### src/rtl/score_display_driver.sv
// Clocked score display stage: converts each hand total to decimal with a sequential double-dabble
// engine and drives 6-bit character codes for the message and hand fields.
module score_display_driver #(
    parameter int N_HANDS   = 2,
    parameter int HAND_W    = 6,
    parameter int DIGITS    = 2,
    parameter int MSG_LEN   = 4,
    parameter int FLASH_DIV = 25_000_000
) (
    input  logic                                    clk,
    input  logic                                    rst_n,
    input  logic [N_HANDS*HAND_W-1:0]               hands_in,
    input  logic                                    update,
    input  logic                                    blank_lz,
    input  logic [MSG_LEN*6-1:0]                    msg_in,
    input  logic [1:0]                              msg_mode,
    output logic                                    busy,
    output logic                                    done,
    output logic [(MSG_LEN+N_HANDS*DIGITS)*6-1:0]   char_out
);

    localparam int BCD_W = 4 * DIGITS;
    localparam int SR_W  = BCD_W + HAND_W;
    localparam int IDX_W = (N_HANDS > 1) ? $clog2(N_HANDS) : 1;
    localparam int CNT_W = $clog2(HAND_W + 1);
    localparam int FL_W  = (FLASH_DIV > 1) ? $clog2(FLASH_DIV) : 1;
    localparam logic [31:0] MAX_VAL = 32'(10 ** DIGITS - 1);
    localparam logic [5:0] BLANK    = 6'h3F;
    localparam logic [5:0] OVF_CHAR = 6'h0E;

    typedef enum logic [1:0] {IDLE, LOAD, SHIFT, WRITE} ConvState;

    ConvState                 state, nextState;
    logic [N_HANDS*HAND_W-1:0] snapshot;
    logic [IDX_W-1:0]         handIdx;
    logic [CNT_W-1:0]         shiftCnt;
    logic [SR_W-1:0]          shiftReg, adjusted, shifted;
    logic [HAND_W-1:0]        curHand;
    logic                     curOvf;
    logic [BCD_W-1:0]         staging [N_HANDS];
    logic [N_HANDS-1:0]       stagingOvf;
    logic [BCD_W-1:0]         dispBcd [N_HANDS];
    logic [N_HANDS-1:0]       dispOvf;
    logic                     pending;
    logic                     lastHand, finish, restart;
    logic [MSG_LEN*6-1:0]     msgReg;
    logic [FL_W-1:0]          flashCnt;
    logic                     flashPhase;
    logic                     leading;
    logic [3:0]               nib;
    logic [5:0]               ch;

    always_ff @(posedge clk or negedge rst_n) begin
        if (!rst_n) state <= IDLE;
        else        state <= nextState;
    end

    always_comb begin
        nextState = state;
        case (state)
            IDLE:    if (update) nextState = LOAD;
            LOAD:    nextState = SHIFT;
            SHIFT:   if (shiftCnt == CNT_W'(HAND_W - 1)) nextState = WRITE;
            WRITE:   nextState = (!lastHand || restart) ? LOAD : IDLE;
            default: nextState = IDLE;
        endcase
    end

    // A request arriving on the completion edge itself folds into the immediate restart.
    always_comb begin
        busy     = (state != IDLE);
        lastHand = (handIdx == IDX_W'(N_HANDS - 1));
        finish   = (state == WRITE) && lastHand;
        restart  = finish && (pending || update);
    end

    always_comb begin
        curHand  = snapshot[handIdx*HAND_W +: HAND_W];
        adjusted = shiftReg;
        for (int n = 0; n < DIGITS; n++) begin
            if (shiftReg[HAND_W+4*n +: 4] >= 4'd5)
                adjusted[HAND_W+4*n +: 4] = shiftReg[HAND_W+4*n +: 4] + 4'd3;
        end
        shifted = {adjusted[SR_W-2:0], 1'b0};
    end

    always_ff @(posedge clk or negedge rst_n) begin
        if (!rst_n) begin
            snapshot   <= '0;
            handIdx    <= '0;
            shiftCnt   <= '0;
            shiftReg   <= '0;
            curOvf     <= 1'b0;
            stagingOvf <= '0;
            dispOvf    <= '0;
            pending    <= 1'b0;
            done       <= 1'b0;
            for (int i = 0; i < N_HANDS; i++) begin
                staging[i] <= '0;
                dispBcd[i] <= '0;
            end
        end else begin
            done <= 1'b0;
            if (busy && update && !restart) pending <= 1'b1;
            case (state)
                IDLE: begin
                    if (update) begin
                        snapshot <= hands_in;
                        handIdx  <= '0;
                    end
                end
                LOAD: begin
                    shiftReg <= {{BCD_W{1'b0}}, curHand};
                    curOvf   <= (32'(curHand) > MAX_VAL);
                    shiftCnt <= '0;
                end
                SHIFT: begin
                    shiftReg <= shifted;
                    shiftCnt <= shiftCnt + 1'b1;
                end
                WRITE: begin
                    staging[handIdx]    <= shiftReg[SR_W-1 -: BCD_W];
                    stagingOvf[handIdx] <= curOvf;
                    if (lastHand) begin
                        // All hands become visible together, including the one finishing now.
                        for (int i = 0; i < N_HANDS; i++) begin
                            dispBcd[i] <= (i == int'(handIdx)) ? shiftReg[SR_W-1 -: BCD_W] : staging[i];
                            dispOvf[i] <= (i == int'(handIdx)) ? curOvf : stagingOvf[i];
                        end
                        done    <= 1'b1;
                        pending <= 1'b0;
                        if (restart) begin
                            snapshot <= hands_in;
                            handIdx  <= '0;
                        end
                    end else begin
                        handIdx <= handIdx + 1'b1;
                    end
                end
                default: ;
            endcase
        end
    end

    // Flash always begins with a visible half-period because the timer idles at zero.
    always_ff @(posedge clk or negedge rst_n) begin
        if (!rst_n) begin
            msgReg     <= {MSG_LEN{BLANK}};
            flashCnt   <= '0;
            flashPhase <= 1'b0;
        end else begin
            if (msg_mode == 2'b01) begin
                if (flashCnt == FL_W'(FLASH_DIV - 1)) begin
                    flashCnt   <= '0;
                    flashPhase <= ~flashPhase;
                end else begin
                    flashCnt <= flashCnt + 1'b1;
                end
            end else begin
                flashCnt   <= '0;
                flashPhase <= 1'b0;
            end
            msgReg <= (msg_mode == 2'b10 || (msg_mode == 2'b01 && flashPhase)) ? {MSG_LEN{BLANK}} : msg_in;
        end
    end

    always_comb begin
        char_out              = '0;
        char_out[MSG_LEN*6-1:0] = msgReg;
        leading = 1'b0;
        nib     = '0;
        ch      = '0;
        for (int i = 0; i < N_HANDS; i++) begin
            leading = 1'b1;
            for (int d = DIGITS - 1; d >= 0; d--) begin
                nib     = dispBcd[i][4*d +: 4];
                leading = leading & (nib == 4'd0);
                if (dispOvf[i])                     ch = OVF_CHAR;
                else if (blank_lz && leading && d != 0) ch = BLANK;
                else                                ch = {2'b00, nib};
                char_out[(MSG_LEN + i*DIGITS + d)*6 +: 6] = ch;
            end
        end
    end

endmodule
### config.mk
export PLATFORM = sky130hd
export DESIGN_NAME = score_display_driver
export DESIGN_NICKNAME = d
export VERILOG_FILES = /design/src/rtl/score_display_driver.sv
export SDC_FILE = /design/constraint.sdc
export NUM_CORES = 1
export LEC_CHECK = 0
export ABC_AREA = 1
export CAP_MARGIN = 20
export CORE_MARGIN = 1
export CORE_UTILIZATION = 59
export CTS_BUF_LIST = sky130_fd_sc_hd__clkbuf_2
export CTS_CLUSTER_DIAMETER = 50
export DETAILED_ROUTE_END_ITERATION = 10
export PLACE_DENSITY_LB_ADDON = 0.15
export SLEW_MARGIN = 30
export SYNTH_ARGS = -nofsm -noshare
export SYNTH_HDL_FRONTEND = slang
export SYNTH_SLANG_ARGS = --single-unit
### constraint.sdc
create_clock -name clk -period 4.96 [get_ports clk]
set_clock_uncertainty 0.15 [all_clocks]
set_input_delay 0.992 -clock clk [delete_from_list [all_inputs] [get_ports clk]]
set_output_delay 0.992 -clock clk [all_outputs]
set_load 0.05 [all_outputs]
==> results of run 1 <==
[flip-flops by register name, indices dropped and copies added, names as in the netlist]
signal and count:
pending 1, flashCnt 25, msgReg 24, state 2
snapshot 12, stagingOvf 1, shiftCnt 3, staging 8
handIdx 1, dispBcd 16, dispOvf 1, shiftReg 14
done 1, flashPhase 1
[synth_stat cells]
cell type | number | area share (%)
nand2_1 | 120 | 8.8
dfrtp_1 | 86 | 42
nor2_1 | 73 | 5.4
inv_1 | 60 | 4.4
o21ai_0 | 51 | 5.0
or2_2 | 33 | 4.1
nand3_1 | 27 | 2.7
dfstp_2 | 24 | 12
a21oi_1 | 16 | 1.6
buf_4 | 12 | 1.8
ha_1 | 10 | 2.5
xor2_1 | 8 | 1.4
nor3_1 | 7 | 0.69
clkbuf_1 | 6 | 0.44
nor2_2 | 6 | 0.74
nand2_2 | 4 | 0.49
o211ai_1 | 4 | 0.59
o21ai_2 | 4 | 0.69
xnor2_1 | 4 | 0.69
buf_6 | 3 | 0.66
nand3_2 | 3 | 0.59
o22ai_1 | 3 | 0.37
buf_2 | 2 | 0.20
inv_2 | 2 | 0.15
nand3b_1 | 2 | 0.29
nand4_1 | 2 | 0.25
nor2_4 | 2 | 0.44
conb_1 | 1 | 0.074
nand2_4 | 1 | 0.22
o221ai_1 | 1 | 0.17
o31ai_1 | 1 | 0.15
[path summary, 6_finish.rpt]
check,from,endpoint,slack (ps)
max,blank_lz,char_out[32],1160
min,rst_n,flashCnt[3],240
max reg2reg,state[1],shiftReg[0],2620
min reg2reg,stagingOvf[0],stagingOvf[0],360
max in group asynchronous,rst_n,msgReg[0],3470
min in group clk,stagingOvf[0],stagingOvf[0],360
[final cells by class]
| cell class | count | area [um^2] | area share [%] |
|---|---|---|---|
| tap | 105 | 131 | 2.15 |
| inverter | 62 | 233 | 3.82 |
| timing repair buffer | 88 | 880 | 14.4 |
| multi-input combinational | 386 | 1940 | 31.7 |
| clock inverter | 6 | 85.1 | 1.40 |
| sequential | 110 | 2780 | 45.6 |
| clock buffer | 10 | 50.0 | 0.821 |
[cells in the final DEF (no fill, tap or decap), drive strengths merged]
cell / synthesis / final
nand2: 125 / 125
dfrtp: 86 / 86
clkdlybuf4s50: 0 / 86
nor2: 81 / 81
inv: 62 / 63
o21ai: 55 / 55
or2: 33 / 33
nand3: 30 / 30
dfstp: 24 / 24
a21oi: 16 / 16
ha: 10 / 10
clkbuf: 6 / 10
xor2: 8 / 8
nor3: 7 / 7
xnor2: 4 / 4
o211ai: 4 / 4
conb: 1 / 4
o22ai: 3 / 3
clkinv: 0 / 3
nand4: 2 / 2
nand3b: 2 / 2
bufinv: 0 / 2
buf: 17 / 2
o31ai: 1 / 1
o221ai: 1 / 1
[worst reg2reg max path, cell delays in order, from the launching register on]
cell and delay (ps):
dfrtp_1 490, inv_1 70, ha_1 560, inv_1 240, nor2_1 330, inv_1 160
a21oi_1 130, o21ai_0 80, o21ai_0 90
[stage by stage]
| step | total power, uW | setup slack (ps) |
|---|---|---|
| after floorplan | 1750 | 1700 |
| after global placement | 1920 | 1180 |
| after detailed placement | 1960 | 1150 |
| after CTS | 2410 | 1150 |
| after global routing | 2570 | 1070 |
| final | 2390 | 1160 |
[cell families after synthesis]
logic type	synth area share (%)
AND/OR/NAND/NOR	24.6
AO/OA/AOI/OAI	8.54
XOR/XNOR	2.06
other	0.0736
flip-flops	54.6
adder cells (fa/ha/maj)	2.46
buffers and inverters	7.64
[layer usage]
layer  part of all wire, %  vias up  global-route usage [%]  routed length, um
li1                      -     1958                       -                  -
met1                    45     1856                    33.0               4440
met2                    48      103                    41.4               4790
met3                   6.1       10                    6.84                607
met4                   1.0        0                    7.58                103
met5                     0        -                       0                  0
[where the power goes]
part           internal, uW  leakage [uW]  total (uW)  switching (uW)
Clock                   169     0.0000816         454             286
Sequential             1050       0.00141        1130            82.7
Combinational           263       0.00120         808             545
Total                  1480       0.00269        2390             914
==> key figures, run 1 <==
Setup path
  – Crit path largest cell delay: 700 ps
  – CP max-delay cell: clkdlybuf4s50_1
  – Instance count on the critical path: 5
  – Critical path capture point type: primary output
  – WP data arrival: 2660 ps
  – CP Launch Type: input pin
  – Worst path bufs/invs: 2
  – CP required: 3820 ps
  – Worst Path Max Fanout: 3
  – Reg2reg path depth: 8
  – Crit-path cells: clkdlybuf4s50_1 > nand3_1 > nand2_1 > or2_2 > clkdlybuf4s50_1
  – Top cell family by delay on the critical path: buffers and inverters
  – Top cell by count, worst path: clkdlybuf4s50_1
  – Crit Path Category: input pin to primary output

Timing
  – Relative slew slack: 51.9%
  – Fin Hold WS: 237 ps
  – Slew at the pin closest to its max-slew limit: 721 ps
  – F_max: 263 MHz
  – Period utilization: 76.6%
  – Setup Total Neg Slack: 0 ps
  – Unrepaired setup endpoints after global routing: false
  – Final Hold Viols: 0
  – Post-layout min period: 3800 ps
  – Setup violation total in the final timing report: 0
  – Fin. max-slew vios: 0

Die
  – Placeable Area: 8300 um^2
  – Initial core utilization: between 60% and 70%
  – Ports: 92
  – Die area: 9010 um^2
  – Die H: 94.9 um
  – Row Count: 33
  – Chip width: 94.9 um

Clock network
  – CTS Root Cell: clkbuf_2
  – Longest Clk Path Bufs: 2
  – Clock Latency Late Sink: 580 ps
  – CTS tree: built
  – Sink Count: 110
  – CTS resizes: 0
  – # hold bufs at CTS: 0
  – CTS Buf Count: 9
  – # Post-CTS Setup Buffers: 0
  – Clock transition at the registers of the reported paths: about 300 ps
  – H-tree Lvls: 3

Final layout
  – Layout cells sized above 1: between 10% and 20%
  – Post-layout util: between 70% and 80%
  – Area growth syn-to-layout: 19.6%
  – Non-Filler Instances: 767
  – NumNets Final: 709
  – Antenna cells: 0
  – Layout fillers: 625
  – Final Cell Area: between 6000 and 7000 um^2

Synth
  – Synth Area per Inst: approximately 8.8 um^2
  – Cells after synthesis: 578
  – Ys Warns: 0
  – Mapped Area: 5100 um^2
  – Distinct cell type count after synthesis: 31
  – Synthesized flop and latch total: 110
  – Part of the Yosys area used for sequential elements: 54.6%

Placed design
  – RePlAce Congestion: just over 0.9
  – HPWL Detailed: 7210 um
  – Placed Cells: 751
  – DP Area: 5960 um^2
  – PortBufs: 87

Routing
  – Number of detailed-route iterations in the first pass: 4
  – Iteration-0 DRC Markers: 189
  – Post-route DRC violation count: 0
  – DR vias: a little under 4000
  – Via density: just over 5
  – Avg WL per Cell: 13.0 um
  – ANT nets after route: 0
  – Total Wirelength: around 10000 um

GRT
  – Initial antenna violation count: 0
  – Global Route Usage Sum: around 25%
  – First-pass GRT wire length: 17700 um
  – Largest net degree at the start of global routing: 84
  – Remaining Overflow, GRT: 0
  – Number of global-route vias before repair: ~4000

Power and ir drop
  – Leakage Power: between 0.002 and 0.003 uW
  – Peak VDD IR: between 0.2 and 0.25 mV
  – Power per cell area: 392 nW/um^2

Run status
  – Status: completed

Flow run
  – Max cap viols: 0

Worst hold path
  – Worst hold-check path type: input pin to asynchronous set/reset pin
(Power assumes the default switching activity.)
==> inputs of run 2 (changes only) <==
--- a/config.mk
+++ b/config.mk
@@ -8,7 +8,7 @@
 export ABC_AREA = 1
 export CAP_MARGIN = 20
 export CORE_MARGIN = 1
-export CORE_UTILIZATION = 59
+export CORE_UTILIZATION = 54
 export CTS_BUF_LIST = sky130_fd_sc_hd__clkbuf_2
 export CTS_CLUSTER_DIAMETER = 50
 export DETAILED_ROUTE_END_ITERATION = 10
==> constraint.sdc (replaced) <==
create_clock -name clk -period 3.9 [get_ports clk]
set_clock_uncertainty 0.15 [all_clocks]
set_input_delay 0.78 -clock clk [delete_from_list [all_inputs] [get_ports clk]]
set_output_delay 0.78 -clock clk [all_outputs]
set_load 0.05 [all_outputs]
==> run 2 against run 1 <==
Net effect: combinational power up 27%; wire length shrank 0.75%; utilization decreased by 6.9 points; first-iteration DRC count shrank 29%; non-clock buffer count up 1; hold slack got worse by 200 ps; total power up 28%; die area is 9.1% higher.
==> key figures, run 2 (synthesis gave the netlist of run 1 again) <==
GRT
  – Initial antenna violation count: 0
  – Global Route Usage Sum: 22.2%
  – Number of global-route vias before repair: 3781
  – First-pass GRT wire length: 17300 um
  – Largest net degree at the start of global routing: 53
  – Remaining Overflow, GRT: 0

Die
  – Die area: between 9000 and 10000 um^2
  – Row Count: 35
  – Initial core utilization: 55.4%
  – Die H: 99.1 um
  – Ports: 92
  – Chip width: a little under 100 um
  – Placeable Area: 9200 um^2

Final layout
  – Area growth syn-to-layout: 20.0%
  – Antenna cells: 0
  – Most frequent cells in the layout: nand2_1 (120), dfrtp_1 (86), clkdlybuf4s50_1 (86)
  – NumNets Final: 710
  – Commonest non-fill, non-tap cell in the layout: nand2_1
  – Biggest regs: flashCnt: 25 flops, msgReg: 24 flops, dispBcd: 16 flops
  – Post-layout util: 66.5%
  – Final Cell Area: 6120 um^2
  – Layout fillers: 766
  – Layout cells sized above 1: 14.8%
  – Biggest register: flashCnt
  – Max reg flops: 25
  – Multi-input gate area: 1940 um^2
  – FF+latch area: 2780 um^2

Clock network
  – CTS resizes: 0
  – # hold bufs at CTS: 0
  – Sink Count: 110
  – CTS tree: built
  – Longest Clk Path Bufs: 2
  – H-tree Lvls: 3
  – CTS Buf Count: 9
  – Clock transition at the registers of the reported paths: 260 ps
  – # Post-CTS Setup Buffers: 0
  – CTS Root Cell: clkbuf_2
  – Clock Latency Late Sink: 560 ps

Routing
  – Total Wirelength: 9860 um
  – Post-route DRC violation count: 0
  – Iteration-0 DRC Markers: 135
  – DR top layer: met4
  – Via density: between 5 and 6
  – DR vias: 3904
  – Metal3 WL: 669 um
  – Met2 wire length: 4590 um
  – Wl on met1: 4490 um
  – Number of detailed-route iterations in the first pass: 7
  – Avg WL per Cell: 12.7 um
  – ANT nets after route: 0

Setup path
  – Critical Path Start: blank_lz
  – FF-to-FF Start: state[1]
  – R2R Path End: shiftReg[0]
  – Worst Path Max Fanout: 3
  – Flop2flop setup slack: 1580 ps
  – Crit-path cells: clkdlybuf4s50_1 > nand3_1 > nand2_1 > or2_2 > clkdlybuf4s50_1
  – WP data arrival: 2450 ps
  – Crit path largest cell delay: approximately 700 ps
  – Critical path capture point type: primary output
  – Top cell by count, worst path: clkdlybuf4s50_1
  – CP Launch Type: input pin
  – Reg2reg path depth: 8
  – Crit Path Category: input pin to primary output
  – CP max-delay cell: clkdlybuf4s50_1
  – CP required: approximately 3000 ps

Placed design
  – Dpl ws: 517 ps
  – RePlAce Congestion: 0.945
  – PortBufs: 87
  – HPWL Detailed: 7200 um
  – DP Area: ~6000 um^2

Power and ir drop
  – Power per cell area: ~500 nW/um^2
  – Peak VDD IR: just over 0.3 mV
  – Leakage Power: 0.00270 uW

Timing
  – Fin Hold WS: 40.6 ps
  – Period utilization: 86.6%
  – Slew at the pin closest to its max-slew limit: 705 ps
  – Setup violation total in the final timing report: 0
  – Unrepaired setup endpoints after global routing: false
  – Post-layout min period: 3380 ps
  – F_max: 296 MHz
  – Relative slew slack: 53.0%
  – PnR worst setup slack: 524 ps
  – Fin. max-slew vios: 0
  – Setup Total Neg Slack: 0 ps
  – Final Hold Viols: 0

Run status
  – Status: completed

Flow run
  – Max cap viols: 0

Worst hold path
  – Worst hold-check path type: input pin to asynchronous set/reset pin
==> run 2: layout make-up <==
class,count,share of cell area (%)
Clock buffer,10,0.818
Clock inverter,6,1.53
Inverter,62,3.80
Multi-Input combinational cell,386,31.6
Sequential cell,110,45.5
Tap cell,111,2.27
Timing Repair Buffer,89,14.4
==> run 2: critical path, delay by kind of cell <==
family	cells	cell delay (ps)
and+or+nand+nor	3	510
buffers and inverters	2	1150
==> run 2: how the worst max path moves through the flow <==
stage | to | slack (ps) | depth (start not counted)
final | char_out[31] | 520 | 5
after detailed placement | char_out[44] | 520 | 5
after CTS | char_out[31] | 510 | 5
after global routing | char_out[31] | 410 | 5
after global placement | char_out[45] | 540 | 5
after floorplan | char_out[35] | 1070 | 3
==> run 2: where the power goes <==
part	internal [uW]	leakage [uW]	switching, uW
sequential	1330	0.00141	106
combinational	335	0.00120	691
clock	221	0.0000880	374
total	1890	0.00270	1170
==> run 2: per-layer routing <==
layer / track usage, % / up-vias
li1: - / 1965
met1: 30.2 / 1818
met2: 35.0 / 113
met3: 6.75 / 8
met4: 5.88 / 0
met5: 0 / -
==> run 2: per-stage QoR <==
| stage | std cells | power (uW) |
|---|---|---|
| global placement | 758 | 2450 |
| floorplan | 581 | 2220 |
| finish | 774 | 3060 |
| CTS | 774 | 3090 |
| detailed placement | 758 | 2490 |
| global route | 774 | 3280 |
==> inputs of run 3 (changes only) <==
--- a/config.mk
+++ b/config.mk
@@ -8,10 +8,11 @@
 export ABC_AREA = 1
 export CAP_MARGIN = 20
 export CORE_MARGIN = 1
-export CORE_UTILIZATION = 54
-export CTS_BUF_LIST = sky130_fd_sc_hd__clkbuf_2
+export CORE_UTILIZATION = 35
+export CTS_BUF_LIST = sky130_fd_sc_hd__clkbuf_8
 export CTS_CLUSTER_DIAMETER = 50
 export DETAILED_ROUTE_END_ITERATION = 10
+export GPL_TIMING_DRIVEN = 0
 export PLACE_DENSITY_LB_ADDON = 0.15
 export SLEW_MARGIN = 30
 export SYNTH_ARGS = -nofsm -noshare
==> run 3 against run 2 <==
Net effect: die area grew 53%; design area rose by 5.6%; clock power up 31%; sequential share of layout area fell by 2.4 points; first-iteration DRC count up 56%; flip-flop and latch count stayed put; fmax shrank 0.47%; setup slack got worse by 16 ps; via count rose by 0.79%; register-to-register slack better by 370 ps; critical path depth unchanged; combinational power rose by 8%; largest cell class unchanged.
==> key figures, run 3 (synthesis gave the netlist of run 1 again) <==
Setup path
  – Crit Path Category: input pin to primary output
  – WP data arrival: about 2500 ps
  – FF-to-FF Start: state[1]
  – CP Launch Type: input pin
  – Critical Path Start: blank_lz
  – Critical path capture point type: primary output
  – Worst Path Max Fanout: 3
  – CP required: 2970 ps

Timing
  – Relative slew slack: between 60% and 70%
  – Final Hold Viols: 0
  – Fin Hold WS: 98.3 ps
  – Post-layout min period: between 3000 and 4000 ps
  – F_max: between 200 and 300 MHz
  – Setup violation total in the final timing report: 0
  – Period utilization: 87.0%
  – Slew at the pin closest to its max-slew limit: 541 ps
  – Setup Total Neg Slack: 0 ps
  – Unrepaired setup endpoints after global routing: false
  – Fin. max-slew vios: 0

Final layout
  – NumNets Final: 732
  – Max reg flops: 25
  – Layout fillers: between 1000 and 1500
  – Area growth syn-to-layout: 26.7%
  – Antenna cells: 0
  – Non-Filler Instances: 865
  – Most frequent cells in the layout: nand2_1 (120), dfrtp_1 (86), clkdlybuf4s50_1 (86)
  – Multi-input gate area: slightly below 2000 um^2
  – Layout cells sized above 1: 16.4%
  – Biggest regs: flashCnt: 25 flops, msgReg: 24 flops, dispBcd: 16 flops
  – Post-layout util: 46.0%
  – Final Cell Area: ~6500 um^2
  – Biggest register: flashCnt
  – FF+latch area: approximately 2800 um^2
  – Commonest non-fill, non-tap cell in the layout: nand2_1

Placed design
  – HPWL Detailed: 7800 um
  – Placed Cells: roughly 850
  – DP Area: 6240 um^2
  – PortBufs: 87
  – RePlAce Congestion: 0.829

Clock network
  – CTS Buf Count: 9
  – Sink Count: 110
  – Clock transition at the registers of the reported paths: 100 ps
  – # Post-CTS Setup Buffers: 0
  – CTS resizes: 0
  – # hold bufs at CTS: 0
  – CTS Root Cell: clkbuf_8
  – Longest Clk Path Bufs: 2
  – CTS tree: built
  – H-tree Lvls: 3
  – Clock Latency Late Sink: roughly 380 ps

Power and ir drop
  – Power per cell area: 513 nW/um^2
  – Leakage Power: 0.00284 uW
  – Peak VDD IR: 0.282 mV

Die
  – Die H: 123 um
  – Placeable Area: 14000 um^2
  – Row Count: 43
  – Die area: around 15000 um^2
  – Initial core utilization: ~36%
  – Ports: 92
  – Chip width: 123 um

GRT
  – Number of global-route vias before repair: 3881
  – First-pass GRT wire length: 18300 um
  – Remaining Overflow, GRT: 0
  – Global Route Usage Sum: 15.7%
  – Largest net degree at the start of global routing: 77
  – Initial antenna violation count: 0

Flow run
  – Max cap viols: 0

Routing
  – Number of detailed-route iterations in the first pass: 4
  – Avg WL per Cell: 12.3 um
  – Post-route DRC violation count: 0
  – Total Wirelength: 10600 um
  – DR vias: just under 4000
  – Via density: 4.55
  – Iteration-0 DRC Markers: 210
  – ANT nets after route: 0

Run status
  – Status: completed

Worst hold path
  – Worst hold-check path type: input pin to asynchronous set/reset pin
==> run 3: changes by cell type in the layout (fill, tap and decap cells not counted), moves of 2 or more <==
| cell | delta |
|---|---|
| inv_1 | +2 |
| buf_2 | +2 |
| buf_6 | +3 |
| buf_4 | +9 |
| clkinv_4 | -2 |
| clkbuf_2 | -10 |
| clkbuf_8 | +10 |
| clkbuf_1 | +6 |
==> run 3: worst paths after layout <==
path / end / slack [ps] / cells past startpoint
max in group asynchronous: msgReg[2] / 2830 / 2
worst min-delay path: flashCnt[20] / 100 / 1
worst max register to register: shiftReg[0] / 1950 / 8
worst max-delay path: char_out[35] / 510 / 5
worst min register to register: snapshot[4] / 330 / 2
min in group clk: snapshot[4] / 330 / 2
==> run 3: through the flow <==
stage	power, uW	setup WS, ps
global route	3550	401
detailed placement	2570	486
global placement	2540	-2490
CTS	3360	488
floorplan	2220	1070
finish	3310	508
==> run 3: where the power goes <==
part           switching (uW)  internal, uW  leakage [uW]
sequential               91.3          1330       0.00141
clock                     399           380      0.000121
combinational             722           390       0.00130
==> run 3: layout make-up <==
type,count,share of cell area [%]
Tap cell,180,3.49
Buffer,23,2.42
Inverter,62,3.60
Clock inverter,6,1.32
Sequential cell,110,43.1
Clock buffer,10,2.13
Multi-Input combinational cell,386,30.0
Timing Repair Buffer,88,14.0
==> run 3: worst max-delay path: stages <==
cell and delay [ps]:
clkdlybuf4s50_1 500, nand3_1 130, nor2_1 150, buf_4 120, clkdlybuf4s50_1 780
==> run 3: routing by layer <==
layer  part of all wire, %  vias up  track usage, %
met5                     0        -               0
met4                   1.5        0            6.63
met3                   7.7        9            5.11
met2                    43      110            24.0
met1                    48     1809            20.2
li1                      -     2007               -
